===== config.mk =====
export PLATFORM = sky130hd
export DESIGN_NAME = adma_desc_engine_flat
export DESIGN_NICKNAME = d
export VERILOG_FILES = /design/src/rtl/adma_desc_engine_if.sv /design/src/rtl/adma_desc_engine.sv /design/src/flat_wrapper.sv
export SDC_FILE = /design/constraint.sdc
export NUM_CORES = 1
export LEC_CHECK = 0
export ABC_AREA = 1
export CORE_ASPECT_RATIO = 1.1
export CORE_MARGIN = 10
export CORE_UTILIZATION = 46
export CTS_CLUSTER_DIAMETER = 200
export CTS_CLUSTER_SIZE = 28
export DETAILED_ROUTE_END_ITERATION = 8
export GPL_TIMING_DRIVEN = 0
export MAX_ROUTING_LAYER = met4
export PLACE_DENSITY = 0.85
export SLEW_MARGIN = 20
export SYNTH_ARGS = -nofsm -noshare
export SYNTH_HDL_FRONTEND = slang
export SYNTH_SLANG_ARGS = --single-unit

===== constraint.sdc =====
create_clock -name CLK -period 1.8 [get_ports CLK]
set_input_delay 0.27 -clock CLK [delete_from_list [all_inputs] [get_ports CLK]]
set_output_delay 0.27 -clock CLK [all_outputs]
set_load 0.1 [all_outputs]

===== src/rtl/adma_desc_engine_if.sv =====
// Descriptor-read and transfer-command bus between the ADMA2 descriptor engine
// (master) and the system-memory port / data mover (slave).
interface adma_desc_engine_if #(
    parameter int DESC_AW = 32
);
    logic               mem_req;
    logic [DESC_AW-1:0] mem_addr;
    logic               mem_ack;
    logic [63:0]        mem_rdata;

    logic               xfer_valid;
    logic               xfer_ready;
    logic [DESC_AW-1:0] xfer_addr;
    logic [16:0]        xfer_len;
    logic               xfer_dir;
    logic               xfer_done;

    modport master (
        output mem_req, mem_addr, xfer_valid, xfer_addr, xfer_len, xfer_dir,
        input  mem_ack, mem_rdata, xfer_ready, xfer_done
    );

    modport slave (
        input  mem_req, mem_addr, xfer_valid, xfer_addr, xfer_len, xfer_dir,
        output mem_ack, mem_rdata, xfer_ready, xfer_done
    );
endinterface


===== src/rtl/adma_desc_engine.sv =====
// ADMA2 descriptor walker: fetches 64-bit descriptors, issues TRAN commands, reports status.
// Optional ADMA_LINK_GUARD_EN bounds consecutive LINK/NOP descriptors to LINK_GUARD_MAX.
module adma_desc_engine #(
    parameter int DESC_AW = 32
`ifdef ADMA_LINK_GUARD_EN
    ,
    parameter int LINK_GUARD_MAX = 16
`endif
) (
    input  logic               CLK,
    input  logic               RESET,
    input  logic               command_reg_write,
    input  logic               command_reg_continue,
    input  logic               STOP,
    input  logic               direction,
    input  logic [DESC_AW-1:0] start_address,
    adma_desc_engine_if.master bus,
    output logic               busy,
    output logic               paused,
    output logic               done,
    output logic               error,
    output logic [1:0]         err_state,
    output logic               int_pulse
);
    // State codes double as the err_state encoding.
    localparam logic [1:0] ST_STOP = 2'b00;
    localparam logic [1:0] ST_FDS  = 2'b01;
    localparam logic [1:0] ST_CADR = 2'b10;
    localparam logic [1:0] ST_TFR  = 2'b11;

    localparam logic [1:0] ACT_TRAN = 2'b10;
    localparam logic [1:0] ACT_LINK = 2'b11;

    logic [1:0]         r_state;
    logic [DESC_AW-1:0] r_desc_ptr;
    logic [63:0]        r_desc;
    logic               r_dir;
    logic               r_hs_done;
    logic               r_busy;
    logic               r_paused;
    logic               r_done;
    logic               r_error;
    logic [1:0]         r_err_state;
    logic               r_int_pulse;

    logic               w_valid;
    logic               w_end;
    logic               w_int;
    logic [1:0]         w_act;
    logic [15:0]        w_len;
    logic [DESC_AW-1:0] w_addr;
    logic               w_is_tran;
    logic               w_is_link;
    logic               w_cadr_err;
    logic               w_guard_err;
    logic               w_xfer_valid;
    logic               w_complete;
    logic               w_unused;

    assign w_valid   = r_desc[0];
    assign w_end     = r_desc[1];
    assign w_int     = r_desc[2];
    assign w_act     = r_desc[5:4];
    assign w_len     = r_desc[31:16];
    assign w_addr    = r_desc[32 +: DESC_AW];
    assign w_unused  = ^{r_desc[15:6], r_desc[3]};
    assign w_is_tran = (w_act == ACT_TRAN);
    assign w_is_link = (w_act == ACT_LINK);

    assign w_cadr_err = !w_valid
                      || (w_is_link && (w_addr[2:0] != 3'b000))
                      || (w_is_tran && (w_addr[1:0] != 2'b00));

`ifdef ADMA_LINK_GUARD_EN
    localparam int GW = $clog2(LINK_GUARD_MAX + 1);

    logic [GW-1:0] r_guard_cnt;

    // The descriptor that would make the run LINK_GUARD_MAX long is the one that errors.
    assign w_guard_err = !w_is_tran && (r_guard_cnt == GW'(LINK_GUARD_MAX - 1));

    always_ff @(posedge CLK or negedge RESET) begin
        if (!RESET) begin
            r_guard_cnt <= '0;
        end else if (r_state == ST_STOP && command_reg_write) begin
            r_guard_cnt <= '0;
        end else if (r_state == ST_CADR && !w_cadr_err) begin
            r_guard_cnt <= w_is_tran ? '0 : r_guard_cnt + GW'(1);
        end
    end
`else
    assign w_guard_err = 1'b0;
`endif

    assign w_xfer_valid = (r_state == ST_TFR) && !r_hs_done;
    assign w_complete   = ((r_state == ST_CADR) && !w_cadr_err && !w_guard_err && !w_is_tran)
                        || ((r_state == ST_TFR) && r_hs_done && bus.xfer_done);

    // Requests derive from the async-reset state, so they drop the moment RESET falls.
    assign bus.mem_req    = (r_state == ST_FDS);
    assign bus.mem_addr   = r_desc_ptr;
    assign bus.xfer_valid = w_xfer_valid;
    assign bus.xfer_addr  = w_xfer_valid ? w_addr : '0;
    assign bus.xfer_dir   = w_xfer_valid & r_dir;
    assign bus.xfer_len   = !w_xfer_valid    ? 17'd0 :
                            (w_len == 16'd0) ? 17'h10000 : {1'b0, w_len};

    assign busy      = r_busy;
    assign paused    = r_paused;
    assign done      = r_done;
    assign error     = r_error;
    assign err_state = r_err_state;
    assign int_pulse = r_int_pulse;

    // NOTE: all sequential state uses non-blocking assignments so every register
    // samples pre-edge values; the completion block below overrides the case on purpose.
    always_ff @(posedge CLK or negedge RESET) begin
        if (!RESET) begin
            r_state     <= ST_STOP;
            r_desc_ptr  <= '0;
            r_desc      <= '0;
            r_dir       <= 1'b0;
            r_hs_done   <= 1'b0;
            r_busy      <= 1'b0;
            r_paused    <= 1'b0;
            r_done      <= 1'b0;
            r_error     <= 1'b0;
            r_err_state <= 2'b00;
            r_int_pulse <= 1'b0;
        end else begin
            r_int_pulse <= 1'b0;
            case (r_state)
                ST_STOP: begin
                    if (command_reg_write) begin
                        r_desc_ptr  <= start_address;
                        r_dir       <= direction;
                        r_done      <= 1'b0;
                        r_error     <= 1'b0;
                        r_err_state <= 2'b00;
                        r_paused    <= 1'b0;
                        r_busy      <= 1'b1;
                        r_state     <= ST_FDS;
                    end else if (command_reg_continue && r_paused) begin
                        r_paused <= 1'b0;
                        r_busy   <= 1'b1;
                        r_state  <= ST_FDS;
                    end
                end
                ST_FDS: begin
                    if (bus.mem_ack) begin
                        r_desc  <= bus.mem_rdata;
                        r_state <= ST_CADR;
                    end
                end
                ST_CADR: begin
                    if (w_cadr_err || w_guard_err) begin
                        r_error     <= 1'b1;
                        r_err_state <= ST_CADR;
                        r_busy      <= 1'b0;
                        r_state     <= ST_STOP;
                    end else if (w_is_tran) begin
                        r_hs_done <= 1'b0;
                        r_state   <= ST_TFR;
                    end else if (w_is_link) begin
                        r_desc_ptr <= w_addr;
                    end else begin
                        r_desc_ptr <= r_desc_ptr + DESC_AW'(8);
                    end
                end
                ST_TFR: begin
                    if (!r_hs_done) begin
                        if (bus.xfer_ready) begin
                            r_hs_done <= 1'b1;
                        end
                    end else if (bus.xfer_done) begin
                        r_int_pulse <= w_int;
                        r_desc_ptr  <= r_desc_ptr + DESC_AW'(8);
                    end
                end
                default: r_state <= ST_STOP;
            endcase

            // Descriptor boundary: END beats STOP, STOP beats the next fetch.
            if (w_complete) begin
                if (w_end) begin
                    r_done  <= 1'b1;
                    r_busy  <= 1'b0;
                    r_state <= ST_STOP;
                end else if (STOP) begin
                    r_paused <= 1'b1;
                    r_busy   <= 1'b0;
                    r_state  <= ST_STOP;
                end else begin
                    r_state <= ST_FDS;
                end
            end
        end
    end
endmodule


===== src/flat_wrapper.sv =====
// flat-port wrapper written by rule: the top's interface ports become plain ports
module adma_desc_engine_flat 
#(
    parameter int DESC_AW = 32

)
  (CLK, RESET, command_reg_write, command_reg_continue, STOP, direction, start_address, busy, paused, done, error, err_state, int_pulse, bus_mem_req, bus_mem_addr, bus_xfer_valid, bus_xfer_addr, bus_xfer_len, bus_xfer_dir, bus_mem_ack, bus_mem_rdata, bus_xfer_ready, bus_xfer_done);
  adma_desc_engine_if #(.DESC_AW(DESC_AW)) bus_i ();
  input  logic CLK;
  input  logic RESET;
  input  logic command_reg_write;
  input  logic command_reg_continue;
  input  logic STOP;
  input  logic direction;
  input  logic [DESC_AW-1:0] start_address;
  output logic busy;
  output logic paused;
  output logic done;
  output logic error;
  output logic [1:0] err_state;
  output logic int_pulse;
  output wire logic [$bits(bus_i.mem_req)-1:0] bus_mem_req;
  output wire logic [$bits(bus_i.mem_addr)-1:0] bus_mem_addr;
  output wire logic [$bits(bus_i.xfer_valid)-1:0] bus_xfer_valid;
  output wire logic [$bits(bus_i.xfer_addr)-1:0] bus_xfer_addr;
  output wire logic [$bits(bus_i.xfer_len)-1:0] bus_xfer_len;
  output wire logic [$bits(bus_i.xfer_dir)-1:0] bus_xfer_dir;
  input wire logic [$bits(bus_i.mem_ack)-1:0] bus_mem_ack;
  input wire logic [$bits(bus_i.mem_rdata)-1:0] bus_mem_rdata;
  input wire logic [$bits(bus_i.xfer_ready)-1:0] bus_xfer_ready;
  input wire logic [$bits(bus_i.xfer_done)-1:0] bus_xfer_done;
  assign bus_mem_req = bus_i.mem_req;
  assign bus_mem_addr = bus_i.mem_addr;
  assign bus_xfer_valid = bus_i.xfer_valid;
  assign bus_xfer_addr = bus_i.xfer_addr;
  assign bus_xfer_len = bus_i.xfer_len;
  assign bus_xfer_dir = bus_i.xfer_dir;
  assign bus_i.mem_ack = bus_mem_ack;
  assign bus_i.mem_rdata = bus_mem_rdata;
  assign bus_i.xfer_ready = bus_xfer_ready;
  assign bus_i.xfer_done = bus_xfer_done;
  adma_desc_engine #(.DESC_AW(DESC_AW)) u_core (.CLK(CLK), .RESET(RESET), .command_reg_write(command_reg_write), .command_reg_continue(command_reg_continue), .STOP(STOP), .direction(direction), .start_address(start_address), .bus(bus_i), .busy(busy), .paused(paused), .done(done), .error(error), .err_state(err_state), .int_pulse(int_pulse));
endmodule

## Word-level counts from Yosys, hierarchy flattened

Index checks and enable logic that the tools add are counted.

- Register bits after elaboration: 107
- Output and inout port bits: 91
- Input port bits: 105

- Bitwise logic cells: 1
- Muxes and demuxes: 50
- Add/sub/neg operators: 1
- Reductions and logical operators: 29
- Equal/unequal tests: 15

Operators by type and width:

| kind | count |
|---|---|
| 32-bit two-way mux | 7 |
| 32-bit one-hot mux with 3 select lines | 1 |
| 17-bit two-way mux | 2 |
| 32-bit by 4-bit adder with 32-bit output, second input constant | 1 |
| 1-bit two-way mux | 26 |
| 2-bit two-way mux | 9 |
| 16-bit logical NOT | 1 |
| 2-bit == test, second input constant | 4 |
| 1-bit logical AND | 8 |
| 2-bit inequality test, second input constant | 4 |
| 2-bit by 1-bit inequality test with 1-bit output, second input constant | 3 |
| 1-bit one-hot mux with 2 select lines | 3 |
| 2-bit one-hot mux with 3 select lines | 1 |
| 3-bit AND reduction | 2 |
| 6-bit AND reduction | 1 |
| 2-bit nonzero test | 3 |
| 3-bit nonzero test | 2 |
| 1-bit logical NOT | 4 |
| 4-bit by 1-bit inequality test with 1-bit output, second input constant | 1 |
| 4-bit by 2-bit inequality test with 1-bit output, second input constant | 1 |
| 2-bit one-hot mux with 2 select lines | 1 |
| 2-bit AND reduction | 2 |
| 4-bit AND reduction | 1 |
| 4-bit nonzero test | 1 |
| other kinds (5) | 7 |

## Depth between registers and ports, before layout

- Depth after elaboration: 10
- Mapped depth: 13
- Gate-level depth less buffers: 12

## Least setup slack after synthesis

Ideal clock, no wire load.

- Kind: reg-to-output
- Start point: reg u_core.r_state[0]
- End point: out bus_xfer_len[16]
- Path slack: -2.171 ns
- Arrival: 3.701 ns
- Cell stages (with the launch flop): 5
- Required time: 1.530 ns
- Cells stage by stage: dfrtp_1 ha_1 buf_4 nand2_2 nor4_1

- Cells in the longest elaborated chain, start to end: 3

RTL lines:

| what | line | RTL |
|---|---|---|
| start: declaration | adma_desc_engine.sv:34 | `logic [1:0] r_state;` |
| start signal: assignment | adma_desc_engine.sv:119 | `r_state <= ST_STOP;` |
| start signal: assignment | adma_desc_engine.sv:142 | `r_state <= ST_FDS;` |
| start signal: assignment | adma_desc_engine.sv:146 | `r_state <= ST_FDS;` |
| 2-bit == test | adma_desc_engine.sv:95 | `assign w_xfer_valid = (r_state == ST_TFR) && !r_hs_done;` |
| 1-bit logical AND | adma_desc_engine.sv:95 |  |
| 17-bit two-way mux | adma_desc_engine.sv:105 | `assign bus.xfer_len = !w_xfer_valid ? 17'd0 :` |
| end: declaration | flat_wrapper.sv:26 | `output wire logic [$bits(bus_i.xfer_len)-1:0] bus_xfer_len;` |

No other way between the ends.

## Worst setup path in the final report

- Start point: reg u_core.r_desc[22]
- End point: out bus_xfer_len[16]

- Cells in the longest elaborated chain, start to end: 3

RTL lines:

| what | line | RTL |
|---|---|---|
| start: declaration | adma_desc_engine.sv:36 | `logic [63:0] r_desc;` |
| start signal: assignment | adma_desc_engine.sv:151 | `r_desc <= bus.mem_rdata;` |
| 16-bit logical NOT | adma_desc_engine.sv:106 | `(w_len == 16'd0) ? 17'h10000 : {1'b0, w_len};` |
| 17-bit two-way mux | adma_desc_engine.sv:106 |  |
| 17-bit two-way mux | adma_desc_engine.sv:105 |  |

No other way between the ends.

==> out/metrics.cfg <==
[status]
status=finished with violations
violations=design-rule violations, negative setup slack

[global_routing]
grt_pass1_wl_um=39540
first_global_vias=7246
grt_max_degree=53
grt_antenna_before_repair=0
track_usage_pct=30.08
overflow=0

[floorplanning]
start_util_pct=47.64
core_sq_um=11590
dieArea_sq_um=16790
io-pin-count=196
rows=41
die_h_um=134.9
die_x_um=124.5

[final_layout]
final_layout_size_suffix_gt1_share_pct=38.37
final_core_util_pct=88.34
nNetsFinal=1137
fillCellCount=462
antenna_cells=0
syn_to_final_growth_pct=85.45

[route]
routed_wl_um=30950
drt_iter0_drc=1313
first_pass_iters=9
via_per_inst=6.358
ant_nets=0
dr_total_vias=7515
drc=1
wire_per_inst_um=26.19

[clocking]
clkSlewWorstSetupHoldPaths_ns=0.08
htreeDepth=3
cts_root_buf=clkbuf_16
clock_latency_ns=0.36
cts.sink_count=94
cts_buffer_depth=2
cts_made_buffers=9
cts_tree=built

[pwr]
p_total_uw=20990
switching_share_pct=57.41
p_clk_share_pct=10.1
netSwitchingPower_uw=12050
seqPwrFrac_pct=20.6
p_leak_uw=0.004547
p_int_uw=8938
pwr-share-comb_pct=69.3
p_per_area_nw_per_um2=2049
ir_worst_vdd_mv=1.460

[logic_synthesis]
ys_seq_area_share_pct=42.59
synth.area.top_cells=dfrtp_1 43%, nor2_1 12%, nand2_1 11%, inv_1 6.5%, a21oi_1 6.0%
synth_top_cell_area_share_pct=42.59
synth_edf_count=0
synth-warning-count=0
yosys-top-cells-count=173 x nor2_1, 159 x nand2_1, 95 x inv_1, 94 x dfrtp_1, 66 x a21oi_1
ys_ff_latch=94
synthFlopType=dfrtp_1
synth_area_leader_cell=dfrtp_1
syn_area_sq_um=5523
ys_types=39
syn_nets=900
yosysMostFrequentCell=nor2_1
syn_avg_cell_area_sq_um=6.991
synthCells=790
synthArstFlopShare_pct=100.0

[setup_path]
r2r_cells=10
rr_startpoint=u_core.r_hs_done
crit_start=u_core.r_desc[22]
critPathKind=flop to output port
setup.worst_path.end_class=output port
worst-path-max-fanout=2
crit_required_ns=1.53
cp.arrival_ns=1.87
startpoint_type=flop

[timing]
fmax_mhz=467.3
rsz0062_at_grt=yes
tns_ns=-14.79
hold_violations=0
setup_ws_ns=-0.3400
worst_pin_slew_ns=0.6157
layout_worst_path_cycle_share_pct=118.9
holdWs_ns=0.4125
final-setup-viol-count=111
relSlewSlack_pct=59.15
skew_ns=0.008690
period_needed_ns=2.140
final_max_slew_viol_count=0

[min_path]
hold_path.class=input port to asynchronous set/reset pin

[run]
maxCapViolCount=0

[placement]
dp_hpwl_um=15610
routabilityCongestion=0.9143
pre_cts_slack_ns=-0.9175
place.port_buffers=183

cell usage in the layout (no fill, tap or decap), types with 37 or more instances in the layout:
cell type	Yosys	layout
dfrtp_1	94	67
clkdlybuf4s50_1	0	92
buf_12	0	55
nor2_4	5	71
clkdlybuf4s15_2	0	37
a21oi_1	66	59
inv_1	95	91
nand3_1	46	40
nand2_1	159	134
nor2_1	173	98
critical path, stage by stage, from the launching register on:
cell and delay [ns]:
dfrtp_1 0.39, nor4_2 0.39, nand3_1 0.21, nor4_4 0.25, buf_6 0.26
registers in the layout (all words and copies together), names as in the netlist:
register	cells
u_core.bus.mem_addr	32
u_core.err_state	1
u_core.r_state	2
u_core.int_pulse	1
u_core.r_hs_done	1
u_core.busy	1
u_core.r_dir	1
u_core.r_desc	53
u_core.paused	1
u_core.done	1
final timing paths:
| path | slack [ns] | endpoint |
|---|---|---|
| min in group CLK | 0.49 | u_core.r_desc[23] |
| worst min register to register | 0.50 | u_core.bus.mem_addr[2] |
| max in group asynchronous | 0.73 | u_core.bus.mem_addr[28] |
| worst max-delay path | -0.34 | bus_xfer_len[16] |
| worst max register to register | -0.25 | u_core.bus.mem_addr[0] |
| worst min-delay path | 0.41 | u_core.bus.mem_addr[13] |
per-stage QoR:
stage | instance area [sq um] | instances
global route | 10240 | 1182
finish | 10240 | 1182
detailed placement | 8075 | 1124
floorplan | 6027 | 790
CTS | 9567 | 1167
global placement | 8046 | 1123
cell type report:
cell class | instances | area, sq um | area share [%]
buffer | 31 | 394.1 | 3.848
clock buffer | 11 | 242.7 | 2.370
clock inverter | 5 | 65.06 | 0.6352
inverter | 102 | 425.4 | 4.153
multi-input combinational | 562 | 3556 | 34.72
sequential | 94 | 2391 | 23.34
tap | 150 | 187.7 | 1.832
timing repair buffer | 226 | 2969 | 28.99
timing repair inverter | 1 | 11.26 | 0.1099
layer usage:
metal  up-vias  wire length (um)  global-route usage [%]
met5         -                 0                       -
met4         0              2761                   21.50
met3       287              3757                   6.930
met2       766             14510                   50.32
met1      3476              9926                   30.86
li1       2986                 -                       -
what timing repair did:
action	CTS	global route
setup buffers	15	14
pin swaps	17	31
hold endpoints to repair	42	0
hold buffers	1	0
gates resized for setup	679	143
gates cloned	11	5
endpoints found under the setup margin	174	111
cell families after synthesis:
family	share of synthesized area [%]
AOI/OAI and AO/OA	13.77
adders and majority gates	1.133
other	0.06790
and+or+nand+nor	31.76
xor gates and xnor gates	0.3172
buffers and inverters	10.15
DFF	42.59
muxes	0.2039
power by group through the flow:
stage | Combinational (uW) | Sequential, uW | Clock [uW]
6_report | 14500 | 4330 | 2110
5_1_grt | 15000 | 4370 | 2180
4_1_cts | 11900 | 4020 | 2010
3_5_place_dp | 10400 | 4040 | 0
3_3_place_gp | 10200 | 4000 | 0
2_1_floorplan | 5180 | 6620 | 0
Note: power is estimated with default switching activity, not from simulation.
==> RTL edit 1: new RTL, same settings <==
The option `ADMA_LINK_GUARD_EN` is turned on by a define.
--- a/src/rtl/adma_desc_engine.sv
+++ b/src/rtl/adma_desc_engine.sv
@@ -1,5 +1,7 @@
 // ADMA2 descriptor walker: fetches 64-bit descriptors, issues TRAN commands, reports status.
 // Optional ADMA_LINK_GUARD_EN bounds consecutive LINK/NOP descriptors to LINK_GUARD_MAX.
+`define ADMA_LINK_GUARD_EN
+
 module adma_desc_engine #(
     parameter int DESC_AW = 32
 `ifdef ADMA_LINK_GUARD_EN
Check against the original RTL: same outputs for any inputs over 4 cycles, from zero or initial values and one cycle with RESET low; that may be too few to reach the edited logic, so the function may still have changed.
==> RTL edit 1 against the unedited design <==
The run ends with negative setup slack left; power decreased by 12%; area after synthesis is 4.3% higher; count of clock-buffer cells in the layout is 1 lower; combinational power fell by 17%; critical path type unchanged; hold slack better by 0.041 ns; routed wire length shrank 16%; highest routed layer unchanged; worst setup slack better by 0.11 ns; non-clock buffer count down 10; cell area decreased by 3.7%; sequential cell count up 5.
==> RTL edit 1: results (changes against the unedited design) <==
- The met2 track demand over resource is 0.473 (was 0.503).
* Non-clock buffer count: 247 (was 257)
- Die Footprint: 17400 um2 (was 16800 um2)
- The transition time of the tightest slew-check pin came to 0.596 ns (was 0.616 ns).
* List of most frequent post-synthesis cells: 166 x nor2_1, 164 x nand2_1, 99 x dfrtp_1, 97 x inv_1, 68 x a21oi_1 (was 173 x nor2_1, 159 x nand2_1, 95 x inv_1, 94 x dfrtp_1, 66 x a21oi_1)
- Wire length of the first global-routing pass: 38.3 mm (was 39.5 mm)
- Instance count of the mapped netlist: 808 (was 790)
- Fraction of final layout cells sized beyond drive strength 1: 0.311 (was 0.384)
- The worst clock skew came to 0.00671 ns (was 0.00869 ns).
- The post-detailed-placement half-perimeter wirelength is 16.3 mm (was 15.6 mm).
- Via count of the first global-routing pass: 6993 (was 7246)
- Switching power share of the total: 0.564 (was 0.574)
- The global routing usage on met1 is 0.317 (was 0.309).
- The sequential-to-total area share from yosys stat was 0.430 (was 0.426).
- Count of flip-flops and latches: 99 (was 94)
- The placement-stage worst setup slack is -0.921 ns (was -0.918 ns).
- The aggregate routed wire length was 26.0 mm (was 31.0 mm).
- The clock-cell share of area was 0.0298 (was 0.0301).
* Multi-In Gates: 571 (was 562)
* Min setup slack post-route: -0.232 ns (was -0.340 ns)
- Leakage power figure: 0.00441 uW (was 0.00455 uW)
* Detail-routed via count per cell: 5.81 (was 6.36)
* Distinct cell type count after synthesis: 45 (was 39)
- Finish-stage setup viols: 84 (was 111)
* Antenna cells: 1 (was 0)
- The final-layout setup total negative slack was -13.32 ns (was -14.79 ns).
- The post-layout instance area is 9870 um2 (was 10200 um2).
* Worst-case vdd ir drop: 0.00173 V (was 0.00146 V)
- Cells taking the most area after synthesis: dfrtp_1 43%, nor2_1 11%, nand2_1 11%, inv_1 6.3%, a21oi_1 5.9% (was dfrtp_1 43%, nor2_1 12%, nand2_1 11%, inv_1 6.5%, a21oi_1 6.0%)
* Status: finished, violations left (unchanged)
- Clkbuf count: 10 (was 11)
- Pre-antenna DRT Iters: 5 (was 9)
- The number of nets produced by synthesis was 920 (was 900).
* Detailed-routed wire length on met2: 13.3 mm (was 14.5 mm)
- Number of buffers inserted by post-CTS setup repair: 13 (was 15)
- Post-cts gate resize count: 646 (was 679)
* Remaining design rule violation count: 0 (was 1)
* Met3 routed WL: 2.25 mm (was 3.76 mm)
- Largest net degree at the start of global routing: 59 (was 53)
- Crit path DAT: 1.76 ns (was 1.87 ns)
- The area share of buffers outside the clock network was 0.317 (was 0.328).
- The fill cell total of the finished layout came to 680 (was 462).
- Failing checks: negative setup slack (was design-rule violations, negative setup slack)
* Drt first-iter violations: 851 (was 1313)
* Placed standard-cell area: 8330 um2 (was 8080 um2)
* Number of nets in the finished design: 1145 (was 1137)
* Met1 Routed Length: 9.13 mm (was 9.93 mm)
* Vias after detailed routing: 6936 (was 7515)
## RTL edit 1: cell types whose count changed after synthesis, sizes merged, moves of 3 or more
cell and change:
nor2 -6, o21ai -6, dfrtp +5, a31oi +4, inv +3, nand4 +3
o211ai +3, o31ai -3
## RTL edit 1: path summary, 6_finish.rpt
kind | from | slack [ns] | end | cells past startpoint
max | u_core.r_state[0] | -0.23 | bus_xfer_addr[13] | 6
min reg2reg | u_core.bus.mem_addr[2] | 0.49 | u_core.bus.mem_addr[2] | 2
max reg2reg | u_core.r_state[0] | -0.17 | u_core.bus.mem_addr[14] | 11
min in group CLK | bus_mem_rdata[29] | 0.48 | u_core.r_desc[29] | 3
max in group asynchronous | RESET | 0.68 | u_core.bus.mem_addr[21] | 3
min | RESET | 0.45 | u_core.bus.mem_addr[15] | 2
## RTL edit 1: logic make-up (layout without fill, tap and decap cells)
logic type,after synthesis,count (layout),synth area share
and+or+nand+nor,418,419,0.310
DFF,99,99,0.430
muxes,1,1,0.00195
AOI/OAI and AO/OA,140,140,0.137
adders and majority gates,7,7,0.0152
xor gates and xnor gates,3,3,0.00456
buffers and inverters,139,368,0.101
other,1,2,0.000651
## RTL edit 1: critical path: stages, from the launching register on
cell and delay (ns):
dfrtp_1 0.41, ha_2 0.21, buf_6 0.14, nand2_8 0.11, clkbuf_16 0.20, nor2_4 0.13, buf_12 0.19
## RTL edit 1: power groups by stage
| stage | registers [uW] | logic, uW | clock network (uW) |
|---|---|---|---|
| finish | 4310 | 12000 | 2040 |
| global route | 4400 | 12600 | 2110 |
| CTS | 4190 | 11200 | 1990 |
| detailed placement | 4200 | 10100 | 0 |
| global placement | 4150 | 9960 | 0 |
| floorplan | 6730 | 4920 | 0 |
==> RTL edit 2: new RTL, same flow settings <==
Made on the original files. Put one more register stage on the output `error`, with the module's reset. The value now appears one clock later. The other outputs are not delayed to match.
--- a/src/rtl/adma_desc_engine.sv
+++ b/src/rtl/adma_desc_engine.sv
@@ -108,7 +108,13 @@
     assign busy      = r_busy;
     assign paused    = r_paused;
     assign done      = r_done;
-    assign error     = r_error;
+    always_ff @(posedge CLK or negedge RESET) begin
+        if (!RESET) begin
+            error <= '0;
+        end else begin
+            error <= r_error;
+        end
+    end
     assign err_state = r_err_state;
     assign int_pulse = r_int_pulse;
 
Formal check against the unedited RTL: not equivalent (Yosys sat finds a counterexample within 4 cycles, from zero or initial values and one cycle with RESET low).
==> RTL edit 2 against the unedited design <==
The run ends with negative setup slack left; via count is 3.3% lower; synthesized cell count is 1.0% higher; power is 2.4% lower; critical path depth is 7 higher; area after synthesis is 0.66% lower; cell area is 2.9% lower; non-clock buffer count is 1 higher; critical endpoint is now u_core.bus.mem_addr[30]; highest routed layer unchanged; worst setup slack better by 0.0049 ns; die area is 0.56% lower; sequential cell count is 1 higher; routed wire length is 11% lower.
==> RTL edit 2: results (changes against the unedited design) <==
- The sequential-to-total area share from yosys stat is 0.433 (was 0.426).
* Post-detail-place hpwl: 15.4 mm (was 15.6 mm)
- Filler cells: 563 (was 462)
* Via count of the first global-routing pass: 6588 (was 7246)
- Status: finished, violations left (unchanged)
- The least setup slack across all paths after layout is -0.335 ns (was -0.340 ns).
- Number of buffers inserted by post-CTS setup repair: 12 (was 15)
- The met3 wirelength from detailed routing is 3.10 mm (was 3.76 mm).
- List of most frequent post-synthesis cells: 191 x nand2_1, 174 x nor2_1, 95 x dfrtp_1, 90 x inv_1, 68 x a21oi_1 (was 173 x nor2_1, 159 x nand2_1, 95 x inv_1, 94 x dfrtp_1, 66 x a21oi_1)
- The fraction of area in multi-input gates is 0.342 (was 0.347).
- The fraction of layout instances using a drive strength above 1 came to 0.351 (was 0.384).
* Placement-stage worst setup slack: -0.960 ns (was -0.918 ns)
- Crit path DAT: 2.38 ns (was 1.87 ns)
- The area share of buffers outside the clock network is 0.331 (was 0.328).
- Crit path launch: u_core.r_state[0] (was u_core.r_desc[22])
- The number of non-clock inverters in the layout is 98 (was 103).
* Worst-Margin Slew: 0.948 ns (was 0.616 ns)
- Routed wire per std cell: 23.2 um (was 26.2 um)
- Final routed wirelength across all metal layers: 27.6 mm (was 31.0 mm)
* Placed standard-cell area: 7930 um2 (was 8080 um2)
- The end of the worst register-to-register path is u_core.bus.mem_addr[30] (was u_core.bus.mem_addr[0]).
* Final Hold Slack: 0.336 ns (was 0.412 ns)
- Non-clock buffer count: 258 (was 257)
* Finish-stage setup viols: 84 (was 111)
- The proportion of cell area occupied by registers came to 0.242 (was 0.233).
* CP max-delay cell: dfrtp_2 (was dfrtp_1)
- Failing checks: negative setup slack (was design-rule violations, negative setup slack)
* Global Route Usage Sum: 0.280 (was 0.301)
* Leakage power figure: 0.00445 uW (was 0.00455 uW)
* Distinct cell type count after synthesis: 40 (was 39)
- The number of sinks driven by the clock tree came to 95 (was 94).
- Layout Skew: 0.0131 ns (was 0.00869 ns)
## RTL edit 2: changes by cell type in the layout (fill, tap and decap cells not counted), moves of 5 or more
| cell | before | now |
|---|---|---|
| a22oi_2 | 6 | 1 |
| nor2_4 | 71 | 62 |
| nor2_2 | 14 | 9 |
| o21ai_2 | 20 | 9 |
| nor2_1 | 98 | 109 |
| inv_1 | 91 | 84 |
| nand2_1 | 134 | 155 |
## RTL edit 2: kinds of logic (layout without fill, tap and decap cells)
family,after synthesis,after routing,synth area share
other cells,1,1,0.000683
simple gates,439,440,0.330
fa+ha+maj,5,5,0.0114
xor+xnor,2,2,0.00319
mux,2,2,0.00388
compound gates,125,125,0.125
flops,95,95,0.433
buf+inv,129,371,0.0935
## RTL edit 2: where the power goes
part | switching [uW] | internal, uW
combinational | 9810 | 4610
clock | 858 | 967
sequential | 1040 | 3200
total | 11700 | 8780
